### config.mk
export PLATFORM = sky130hd
export DESIGN_NAME = iterative_right_shifter_flat
export DESIGN_NICKNAME = d
export VERILOG_FILES = /design/src/rtl/iterative_right_shifter_if.sv /design/src/rtl/iterative_right_shifter.sv /design/src/flat_wrapper.sv
export SDC_FILE = /design/constraint.sdc
export NUM_CORES = 1
export LEC_CHECK = 0
export CAP_MARGIN = 10
export CORE_ASPECT_RATIO = 0.6
export CORE_UTILIZATION = 50
export CTS_BUF_LIST = sky130_fd_sc_hd__clkbuf_8 sky130_fd_sc_hd__clkbuf_16
export DETAILED_ROUTE_END_ITERATION = 8
export HOLD_SLACK_MARGIN = 0.06
export PLACE_DENSITY = 0.84
export SLEW_MARGIN = 20
export SYNTH_ARGS = -nofsm -noshare
export SYNTH_HDL_FRONTEND = slang
export SYNTH_SLANG_ARGS = --single-unit
### constraint.sdc
create_clock -name clk -period 5.7 [get_ports clk]
set_input_delay 0.855 -clock clk [delete_from_list [all_inputs] [get_ports clk]]
set_output_delay 0.855 -clock clk [all_outputs]
set_load 0.02 [all_outputs]
### src/rtl/iterative_right_shifter_if.sv
// Operand/result handshake bundle for the iterative right shifter.
// The producer drives operands and out_ready; the shifter drives the rest.
interface iterative_right_shifter_if #(
   parameter int N = 32
);
   localparam int D_WIDTH = $clog2(N);

   logic               in_valid;
   logic               in_ready;
   logic [N-1:0]       x;
   logic [D_WIDTH-1:0] d;
   logic               arith;
   logic               out_valid;
   logic               out_ready;
   logic [N-1:0]       z;
   logic               sticky;

   modport master (
      output in_valid, x, d, arith, out_ready,
      input  in_ready, out_valid, z, sticky
   );

   modport slave (
      input  in_valid, x, d, arith, out_ready,
      output in_ready, out_valid, z, sticky
   );
endinterface

### src/rtl/iterative_right_shifter.sv
// Sequential logical/arithmetic right shifter with sticky bit.
// One bit of the distance is resolved per cycle (stage k shifts by 2^k).
module iterative_right_shifter #(
   parameter int N = 32
) (
   input logic                      clk,
   input logic                      rst,
   iterative_right_shifter_if.slave io
);
   localparam int D_WIDTH = $clog2(N);
   localparam int KL = D_WIDTH - 1;
   localparam logic [D_WIDTH-1:0] K_LAST = KL[D_WIDTH-1:0];

   typedef enum logic [1:0] {
      IDLE,
      SHIFT,
      DONE
   } state_t;

   state_t             state;
   state_t             state_nx;
   logic [N-1:0]       w;
   logic [D_WIDTH-1:0] dq;
   logic [D_WIDTH-1:0] k;
   logic               fill;
   logic               stk;
   logic               accept;

   logic [31:0]        amt;
   logic [N-1:0]       ones;
   logic [N-1:0]       fillv;
   logic [N-1:0]       shifted;
   logic               lost;

   assign accept       = io.in_valid && io.in_ready;
   assign io.in_ready  = (state == IDLE) && !rst;
   assign io.out_valid = (state == DONE);
   assign io.z         = w;
   assign io.sticky    = stk;

   always_ff @(posedge clk) begin
      if (rst) state <= IDLE;
      else     state <= state_nx;
   end

   always_comb begin
      state_nx = state;
      unique case (state)
         IDLE:    if (accept) state_nx = SHIFT;
         SHIFT:   if (k == K_LAST) state_nx = DONE;
         DONE:    if (io.out_ready) state_nx = IDLE;
         default: state_nx = IDLE;
      endcase
   end

   // One stage: shift by 2^k; a stride >= N floods the word with fill.
   always_comb begin
      amt   = 32'd1 << k;
      ones  = '1;
      fillv = {N{fill}};
      if (amt >= N) begin
         shifted = fillv;
         lost    = |w;
      end else begin
         shifted = (w >> amt) | (fillv << (N - amt));
         lost    = |(w & ~(ones << amt));
      end
   end

   always_ff @(posedge clk) begin
      if (rst) begin
         w    <= '0;
         dq   <= '0;
         k    <= '0;
         fill <= 1'b0;
         stk  <= 1'b0;
      end else begin
         unique case (state)
            IDLE: begin
               if (accept) begin
                  w    <= io.x;
                  dq   <= io.d;
                  fill <= io.arith & io.x[N-1];
                  stk  <= 1'b0;
                  k    <= '0;
               end
            end
            SHIFT: begin
               if (dq[k]) begin
                  w   <= shifted;
                  stk <= stk | lost;
               end
               k <= (k == K_LAST) ? '0 : k + 1'b1;
            end
            default: ;
         endcase
      end
   end
endmodule

### src/flat_wrapper.sv
// flat-port wrapper written by rule: the top's interface ports become plain ports
module iterative_right_shifter_flat 
#(
   parameter int N = 32
)
  (clk, rst, io_in_valid, io_x, io_d, io_arith, io_out_ready, io_in_ready, io_out_valid, io_z, io_sticky);
  iterative_right_shifter_if #(.N(N)) io_i ();
  input logic clk;
  input logic rst;
  input wire logic [$bits(io_i.in_valid)-1:0] io_in_valid;
  input wire logic [$bits(io_i.x)-1:0] io_x;
  input wire logic [$bits(io_i.d)-1:0] io_d;
  input wire logic [$bits(io_i.arith)-1:0] io_arith;
  input wire logic [$bits(io_i.out_ready)-1:0] io_out_ready;
  output wire logic [$bits(io_i.in_ready)-1:0] io_in_ready;
  output wire logic [$bits(io_i.out_valid)-1:0] io_out_valid;
  output wire logic [$bits(io_i.z)-1:0] io_z;
  output wire logic [$bits(io_i.sticky)-1:0] io_sticky;
  assign io_i.in_valid = io_in_valid;
  assign io_i.x = io_x;
  assign io_i.d = io_d;
  assign io_i.arith = io_arith;
  assign io_i.out_ready = io_out_ready;
  assign io_in_ready = io_i.in_ready;
  assign io_out_valid = io_i.out_valid;
  assign io_z = io_i.z;
  assign io_sticky = io_i.sticky;
  iterative_right_shifter #(.N(N)) u_core (.clk(clk), .rst(rst), .io(io_i));
endmodule
==> results.py, run 1 <==
metrics = {
    "grt": {
        "grt_antenna_before_repair": 1,
        "grt_start_max_net_pins": 46,
        "grt_usage": 0.456,
        "grt_pass1_vias": 6048,
        "gr-total-overflow": 0,
        "first_pass_grt_wire_length_mm": 38.5,
    },
    "setup_path": {
        "crit_fanout": 27,
        "critPathMostFrequentCell": "ha_1",
        "critPathLaunchType": "flip-flop",
        "critical_path.slowest_cell": "ha_1",
        "worst_ep_arrival_time_ps": 4370,
        "cells_along_the_critical_path": "ha_1 -> nor4b_4 -> buf_4 -> inv_2 -> ha_1 -> xnor2_1 -> nand2_1 -> o31a_1 -> o221ai_1 -> a311oi_1",
        "path_delay_family": "adder cells",
        "worst_path_largest_cell_delay_ps": 770,
        "path_class": "flip-flop to flip-flop",
        "worstPathRequired_ps": 5860,
        "worst-path-buf-inv": 2,
        "timing.critical_path.to_type": "flip-flop",
    },
    "synthesis": {
        "register_area_share_after_synthesis": 0.167,
        "ys_top_cells_by_area": "dfxtp_1 (17%), mux2i_1 (7.6%), nand2_1 (6.7%)",
        "yosys.area.top_type": "dfxtp_1",
        "mapped_cells": 760,
        "synth_top_cell_area_share": 0.167,
        "synth-edff-count": 0,
        "predominant_post_synthesis_flop_cell": "dfxtp_1",
        "synth.net_count": 809,
        "ys_types": 88,
        "post_synth.cell_area_avg_um2": 7.26,
        "synth-async-reset-ratio": 0,
        "ys_ff_latch": 46,
        "ys_warn_count": 0,
        "syn_area_mm2": 0.00552,
    },
    "finish": {
        "most_frequent_standard_cell_in_the_layout_excluding_fill_and_tap_cells": "nand2_1",
        "stdcell_area_mm2": 0.00637,
        "final_nets": 840,
        "fill_cell_count": 969,
        "antennaDiodeCount": 0,
        "final_cell_mix": "nand2_1 (99), clkdlybuf4s50_1 (76), nor2_1 (71)",
        "share_of_post_route_cells_with_drive_strength_above_1": 0.0871,
        "area_growth_syn_to_layout_pct": 15.3,
    },
    "power_and_ir_drop": {
        "ir_worst_vdd_mv": 0.187,
        "net-switching-power_w": 0.000789,
        "pwr-share-comb": 0.490,
        "p_leak_nw": 2.44,
        "power.sequential.fraction": 0.296,
        "internal_power_w": 0.000898,
        "clock_power_share": 0.214,
        "pwr_density_cell_mw_per_mm2": 265,
        "switching_share": 0.468,
    },
    "clock_network": {
        "cts.htree.levels": 2,
        "clock_insertion_delay_worst_skew_ps": 300,
        "clock_tree_from_tritoncts": "built",
        "clock-sinks": 46,
        "cts_hold_bufs": 0,
        "cts-buffers-inserted": 5,
        "clkTransAtPathRegs_ps": 80,
        "clock_path_buffers": 2,
        "cts_post_setup_buffers_inserted": 0,
        "cts.repair.resized": 0,
        "clk_root_buffer_cell": "clkbuf_16",
    },
    "floorplanning": {
        "boundaryPins": 77,
        "chipWidth_um": 138,
        "row_count": 29,
        "area_enclosed_by_the_die_boundary_mm2": 0.0115,
        "core_area_mm2": 0.0107,
        "die_h_um": 83.4,
        "initial_utilization": 0.517,
    },
    "placed_design": {
        "dp_slack_ps": 1650,
        "place_congestion": 1.05,
        "place.detailed.hpwl_mm": 18.9,
        "io_buffers": 76,
        "placement.cell_area_mm2": 0.00619,
    },
    "detailed_routing": {
        "avgViaCountPerCell": 7.42,
        "total_detailed_routing_wirelength_mm": 26.1,
        "antenna_violating_nets_post_route": 0,
        "detail_route.drc_violations": 0,
        "wire_per_inst_um": 28.1,
        "drt_first_pass_iters": 9,
        "detailroute.via_count": 6912,
        "drtIter0Drc": 1220,
    },
    "sta": {
        "report.final.setup_viol": 0,
        "setup_slack_ps": 1490,
        "slew_violations": 0,
        "final.setup.tns_ps": 0,
        "worst_slew_pin_slew_ps": 1030,
        "period_utilisation_layout": 0.738,
        "finalClockSkew_ps": 15.0,
        "post_route_minimum_period_ps": 4210,
        "setup_repair_after_global_routing_missed_its_margin": "no",
        "timing.max_slew.rel_slack": 0.313,
        "finalHoldViolations": 0,
        "fmax_mhz": 238,
    },
    "worst_hold_path": {
        "hold_path.class": "flip-flop to flip-flop",
    },
    "run_status": {
        "run_status": "completed",
    },
    "run": {
        "drv.max_cap_violation_count": 0,
    },
}
-- power groups by stage --
stage               combinational, W  clock [W]  sequential (W)
CTS                         0.000791   0.000354        0.000480
detailed placement          0.000787          0        0.000488
floorplan                   0.000517          0        0.000447
global placement            0.000778          0        0.000486
global route                0.000868   0.000373        0.000490
finish                      0.000827   0.000360        0.000499
-- cell families (layout without fill, tap and decap cells) --
family / Yosys count / after routing / share of synthesized area
adders and majority gates: 7 / 7 / 0.0159
muxes: 54 / 54 / 0.111
and+or+nand+nor: 297 / 297 / 0.277
AOI/OAI and AO/OA: 272 / 272 / 0.343
buffers and inverters: 78 / 110 / 0.0762
xor gates and xnor gates: 6 / 6 / 0.0109
DFF: 46 / 46 / 0.167
-- metrics by stage --
step / util / hold WS, ps / instances / total power, W
2_1_floorplan: - / 446 / 760 / 0.000964
3_3_place_gp: 0.581 / 471 / 923 / 0.00126
3_5_place_dp: 0.581 / 472 / 923 / 0.00127
4_1_cts: 0.597 / 482 / 931 / 0.00163
5_1_grt: 0.597 / 506 / 931 / 0.00173
6_report: 0.597 / 483 / 931 / 0.00169
-- worst register-to-register path: cells and delay by family (launching register included) --
kind	cells	cell delay, ps
compound gates	3	770
simple gates	2	540
buf+inv	2	630
fa+ha+maj	2	1160
flops	1	480
xor+xnor	1	480
-- Yosys cell counts (4+ instances only) --
library cell  number
a22oi_1            7
a221oi_1          12
o22ai_1           13
nor2b_1            6
nand4_1            4
mux4_2             4
o32ai_1            6
clkbuf_1          29
buf_6              9
a21oi_1           56
nand3b_1           6
mux2i_1           42
nand2_1           99
o21a_1             5
nand3_1           18
nor2_1            71
nand2b_1          12
and2_1             8
buf_1              4
o21ai_1            7
o211ai_1           7
o31ai_1            8
ha_1               7
a31oi_1           13
a311oi_1           5
o21ai_0           54
nor3_1            29
a21o_1             6
a221o_1            4
o221ai_1           5
dfxtp_1           46
inv_1              8
and3_1             8
a2bb2oi_1          8
buf_4              5
mux2_2             7
buf_2             20
xnor2_1            5
nor4_1             7
a211oi_1          15
-- state kept, by name (all words and copies together) (netlist names) --
register / count
u_core.state: 2
u_core.fill: 1
u_core.dq: 5
u_core.io.z: 32
u_core.io.sticky: 1
u_core.k: 5
-- routing by layer --
layer / up-vias / GRT usage / wire (µm)
li1: 2942 / - / -
met1: 3218 / 0.661 / 10800
met2: 643 / 0.573 / 9590
met3: 109 / 0.215 / 4620
met4: 0 / 0.139 / 1090
met5: - / 0.0231 / 0
-- area by class of cell --
class,instances,area (µm²),area share
clock inverters,3,47.5,0.00747
flip-flops and latches,46,921,0.145
clock buffers,5,125,0.0197
repair buffers,92,881,0.138
inverters,10,37.5,0.00590
multi-input cells,636,4180,0.657
well taps,139,174,0.0273
-- worst paths after layout --
path	from	to	slack [ps]	depth (start not counted)
setup reg to reg	u_core.k[0]$_SDFFE_PP0P_	u_core.io.z[28]$_SDFFE_PP0P_	1490	10
hold / removal	u_core.dq[3]$_SDFFE_PP0P_	u_core.dq[3]$_SDFFE_PP0P_	480	2
hold reg to reg	u_core.dq[3]$_SDFFE_PP0P_	u_core.dq[3]$_SDFFE_PP0P_	480	2
setup / recovery	u_core.k[0]$_SDFFE_PP0P_	u_core.io.z[28]$_SDFFE_PP0P_	1490	10
(Power assumes the default switching activity.)
==> run 2, diff against run 1 <==
PLACE_DENSITY = 0.87   (was 0.84)
clock period = 3.7 ns   (was 5.7 ns; I/O delays follow)
==> results.py, run 2 (synthesis gave the netlist of run 1 again) <==
metrics = {
    "finish": {
        "final_nets": 882,
        "area_growth_syn_to_layout_pct": 21.1,
        "most_frequent_standard_cell_in_the_layout_excluding_fill_and_tap_cells": "nand2_1",
        "final_cell_mix": "nand2_1 (99), clkdlybuf4s50_1 (76), nor2_1 (71)",
        "antennaDiodeCount": 0,
        "largest_register_ffs": 32,
        "share_of_post_route_cells_with_drive_strength_above_1": 0.133,
    },
    "clock_network": {
        "clock_tree_from_tritoncts": "built",
        "cts_post_setup_buffers_inserted": 0,
        "clock-sinks": 46,
        "cts.repair.resized": 0,
        "clock_path_buffers": 2,
        "cts_hold_bufs": 0,
        "cts.htree.levels": 2,
        "clock_insertion_delay_worst_skew_ps": 300,
        "cts-buffers-inserted": 5,
        "clk_root_buffer_cell": "clkbuf_16",
        "clkTransAtPathRegs_ps": 80,
    },
    "placed_design": {
        "place_congestion": 1.11,
        "io_buffers": 76,
        "place.detailed.hpwl_mm": 19.6,
        "dp_slack_ps": 387,
    },
    "sta": {
        "finalHoldViolations": 0,
        "fmax_mhz": 290,
        "worst_slew_pin_slew_ps": 729,
        "final.setup.tns_ps": 0,
        "setup_slack_ps": 248,
        "period_utilisation_layout": 0.933,
        "slew_violations": 0,
        "setup_repair_after_global_routing_missed_its_margin": "no",
        "timing.max_slew.rel_slack": 0.510,
        "finalClockSkew_ps": 10.7,
        "post_route_minimum_period_ps": 3450,
        "report.final.setup_viol": 0,
    },
    "grt": {
        "gr-total-overflow": 0,
        "grt_pass1_vias": 6282,
        "grt_start_max_net_pins": 46,
        "first_pass_grt_wire_length_mm": 39.3,
        "grt_antenna_before_repair": 0,
        "grt_usage": 0.465,
    },
    "setup_path": {
        "critPathLaunchType": "flip-flop",
        "crit_fanout": 14,
        "timing.critical_path.to_type": "flip-flop",
        "worstPathRequired_ps": 3880,
        "path_class": "flip-flop to flip-flop",
        "worst_ep_arrival_time_ps": 3630,
    },
    "detailed_routing": {
        "total_detailed_routing_wirelength_mm": 26.4,
        "drtIter0Drc": 1192,
        "drt_first_pass_iters": 7,
        "detailroute.via_count": 6945,
        "antenna_violating_nets_post_route": 0,
        "avgViaCountPerCell": 7.14,
        "detail_route.drc_violations": 0,
        "wire_per_inst_um": 27.2,
    },
    "power_and_ir_drop": {
        "net-switching-power_w": 0.00124,
        "pwr-share-comb": 0.517,
        "switching_share": 0.465,
        "p_leak_nw": 2.65,
        "clock_power_share": 0.203,
        "ir_worst_vdd_mv": 0.232,
        "power.sequential.fraction": 0.280,
        "pwr_density_cell_mw_per_mm2": 397,
        "internal_power_w": 0.00142,
    },
    "floorplanning": {
        "chipWidth_um": 138,
        "die_h_um": 83.4,
        "area_enclosed_by_the_die_boundary_mm2": 0.0115,
        "boundaryPins": 77,
        "core_area_mm2": 0.0107,
        "initial_utilization": 0.517,
        "row_count": 29,
    },
    "run": {
        "drv.max_cap_violation_count": 0,
    },
    "run_status": {
        "run_status": "completed",
    },
    "worst_hold_path": {
        "hold_path.class": "flip-flop to flip-flop",
    },
}
## run 2: per-layer routing
metal  global-route usage  share of wire  up-vias
met5                    0              0        -
met4                0.161          0.033        0
met3                0.168           0.16       83
met2                0.574           0.37      630
met1                0.709           0.43     3215
li1                     -              -     3017
## run 2: layout make-up
type | instances | area, µm²
Clock buffer | 5 | 125
Clock inverter | 3 | 40.0
Fill cell | 964 | 3980
Inverter | 10 | 37.5
Multi-Input combinational cell | 636 | 4180
Sequential cell | 46 | 921
Tap cell | 139 | 174
Timing Repair Buffer | 134 | 1210
## run 2: worst paths after layout
path                                  start  depth (start not counted)  slack (ps)                           end
hold / removal    u_core.dq[3]$_SDFFE_PP0P_                          2         480     u_core.dq[3]$_SDFFE_PP0P_
hold reg to reg   u_core.dq[3]$_SDFFE_PP0P_                          2         480     u_core.dq[3]$_SDFFE_PP0P_
setup reg to reg   u_core.k[0]$_SDFFE_PP0P_                         10         250  u_core.io.z[27]$_SDFFE_PP0P_
setup / recovery   u_core.k[0]$_SDFFE_PP0P_                         10         250  u_core.io.z[27]$_SDFFE_PP0P_
## run 2: power by group through the flow
stage	logic [W]	clock network, W	registers, W
after global placement	0.00130	0	0.000732
after detailed placement	0.00130	0	0.000730
after global routing	0.00144	0.000559	0.000732
after floorplan	0.000797	0	0.000689
final	0.00137	0.000540	0.000744
after CTS	0.00130	0.000537	0.000718
## run 2: worst max-delay path, cell delays in order, from the launching register on
cell and delay [ps]:
dfxtp_1 470, ha_1 260, ha_1 320, buf_4 250, or3b_2 690, xnor2_2 410
nand2_1 200, nor2_1 210, inv_1 60, a221oi_1 310, o31ai_1 120
## run 2: metrics by stage
stage	hold slack, ps	instance area, µm²	power [W]	utilization	cells
3_5_place_dp	463	6520	0.00203	0.611	965
5_1_grt	519	6690	0.00273	0.627	973
6_report	482	6690	0.00266	0.627	973
2_1_floorplan	446	5520	0.00149	-	760
4_1_cts	478	6690	0.00256	0.627	973
3_3_place_gp	464	6520	0.00204	0.611	965
==> patch: new RTL, settings of run 1 <==
Encoding of `state_t`: now one-hot (3 bits for 3 states).
--- a/src/rtl/iterative_right_shifter.sv
+++ b/src/rtl/iterative_right_shifter.sv
@@ -13,6 +13,6 @@
 
-   typedef enum logic [1:0] {
-      IDLE,
-      SHIFT,
-      DONE
+   typedef enum logic [2:0] {
+      IDLE  = 3'b001,
+      SHIFT = 3'b010,
+      DONE  = 3'b100
    } state_t;
Formal check against the unedited RTL: same outputs for any inputs over 10 cycles, from zero or initial values and one cycle with rst high; not proved beyond that.
==> patch against run 1 <==
Sequential cell count rose by 1. Via count is 13% higher. Wire length is 11% higher. Worst hold slack lost 5.6 ps. Setup slack better by 52 ps. Critical endpoint is now u_core.io.z[29]. Area after synthesis up 5.1%. Cell area increased by 6.3%.
Power is not compared: it rests on default switching activity, and its combinational part moved more than twofold at a synthesized area within 25%.
==> patch: results (changes against run 1) <==
stage	metric	value	unit	change
global_routing	antenna_found_initial	0		-1
route	wl_per_cell	27.9	um	-0.63%
placement	place_congestion	1.09		+3.3%
yosys	synthAdderAreaFrac	1.51	%	-0.078 points
timing	clock_skew	15.4	ps	+0.395 ps
layout	drive_gt1_share	8.04	%	-0.67 points
global_routing	grt_pass1_wl	43.6	mm	+13%
layout	layout.nets	931		+11%
yosys	muxShareOfSynthArea	8.49	%	-2.6 points
placement	dp_hpwl	20.5	mm	+8.6%
global_routing	grt_max_degree	48		+4.3%
clocking	ctsResizeCount	0		unchanged
min_path	hp-start	u_core.dq[0]		
route	dr.pass1.iters	8		-1
yosys	synth_top_flop_cell	dfxtp_1		
yosys	ys_seq_area_share	16.2	%	-0.47 points
yosys	synth_cell_types	80		-9.1%
clocking	clk_path_buf_depth	2		unchanged
route	vias	7840		+13%
critical_path	rr_startpoint	u_core.k[1]		
timing	worstMarginPinSlew	1130	ps	+99.1 ps
global_routing	grt.total_usage	48.1	%	+2.5 points
yosys	synthXorXnorAreaFrac	0.754	%	-0.33 points
placement	place_area	0.00661	sq mm	+6.7%
yosys	synth-compound-area-share	34.4	%	+0.13 points
placement	dp_slack	1720	ps	+64.6 ps
yosys	syn_nets	901		+11%
route	drt_iter0_drc	1555		+27%
layout	antenna_cells	0		unchanged
clocking	cts_inserted_buffers	5		unchanged
yosys	synth.top_cells.by_area	dfxtp_1, nand2_1, o21ai_0, a21oi_1, mux2i_1		
yosys	synth_commonest_cells	nand2_1, o21ai_0, a21oi_1		
critical_path	path_max_fanout	19		-30%
global_routing	grt_pass1_vias	6953		+15%
outcome	outcome	finished, final reports clean		
layout	stdcell_area	0.00677	sq mm	+6.3%
patch: critical path, stage by stage, from the launching register on:
cell and delay [ps]:
dfxtp_1 470, inv_1 120, ha_1 440, nor4b_4 240, inv_1 500, ha_1 390, nand2_1 150, nor3_1 340
o2111ai_4 210, nor3_4 640, nand2_1 240, a311oi_1 310
patch: worst paths after layout:
check	slack (ps)	cells past startpoint	to
setup / recovery	1540	11	u_core.io.z[29]
hold / removal	480	2	u_core.dq[0]
setup reg to reg	1540	11	u_core.io.z[29]
hold reg to reg	480	2	u_core.dq[0]
patch: kinds of logic (layout without fill, tap and decap cells):
logic type,count (synthesis),after routing
AOI/OAI and AO/OA,300,300
xor gates and xnor gates,5,5
adders and majority gates,7,7
buffers and inverters,87,118
DFF,47,47
muxes,40,40
and+or+nand+nor,366,366
patch: final cells by class:
type	instances	area (sq um)
Fill cell	1078	4530
Multi-Input combinational cell	718	4490
Sequential cell	47	942
Timing Repair Buffer	100	941
Tap cell	160	200
Clock buffer	5	125
Inverter	10	37.5
Clock inverter	3	27.5
patch: metal layers:
metal,part of all wire (%),GRT usage (%),up-vias
li1,-,-,3268
met2,37,62.7,834
met1,40,66.0,3617
met5,0,0,-
met3,19,24.7,121
met4,3.5,16.8,0
patch: power breakdown:
group / leakage (nW) / total (W) / internal [W] / switching [W]
Clock: 0.0723 / 0.000350 / 0.000169 / 0.000181
Sequential: 0.384 / 0.000415 / 0.000348 / 0.0000664
Combinational: 2.02 / 0.000331 / 0.000141 / 0.000191
patch: metrics by stage:
stage	total power, W	cells	hold WS, ps	utilization, %
finish	0.00110	1043	477	59.9
global route	0.00111	1043	514	59.9
CTS	0.00106	1043	477	59.9
detailed placement	0.000727	1035	462	58.5
global placement	0.000731	1035	466	58.5
floorplan	0.000575	852	442	-
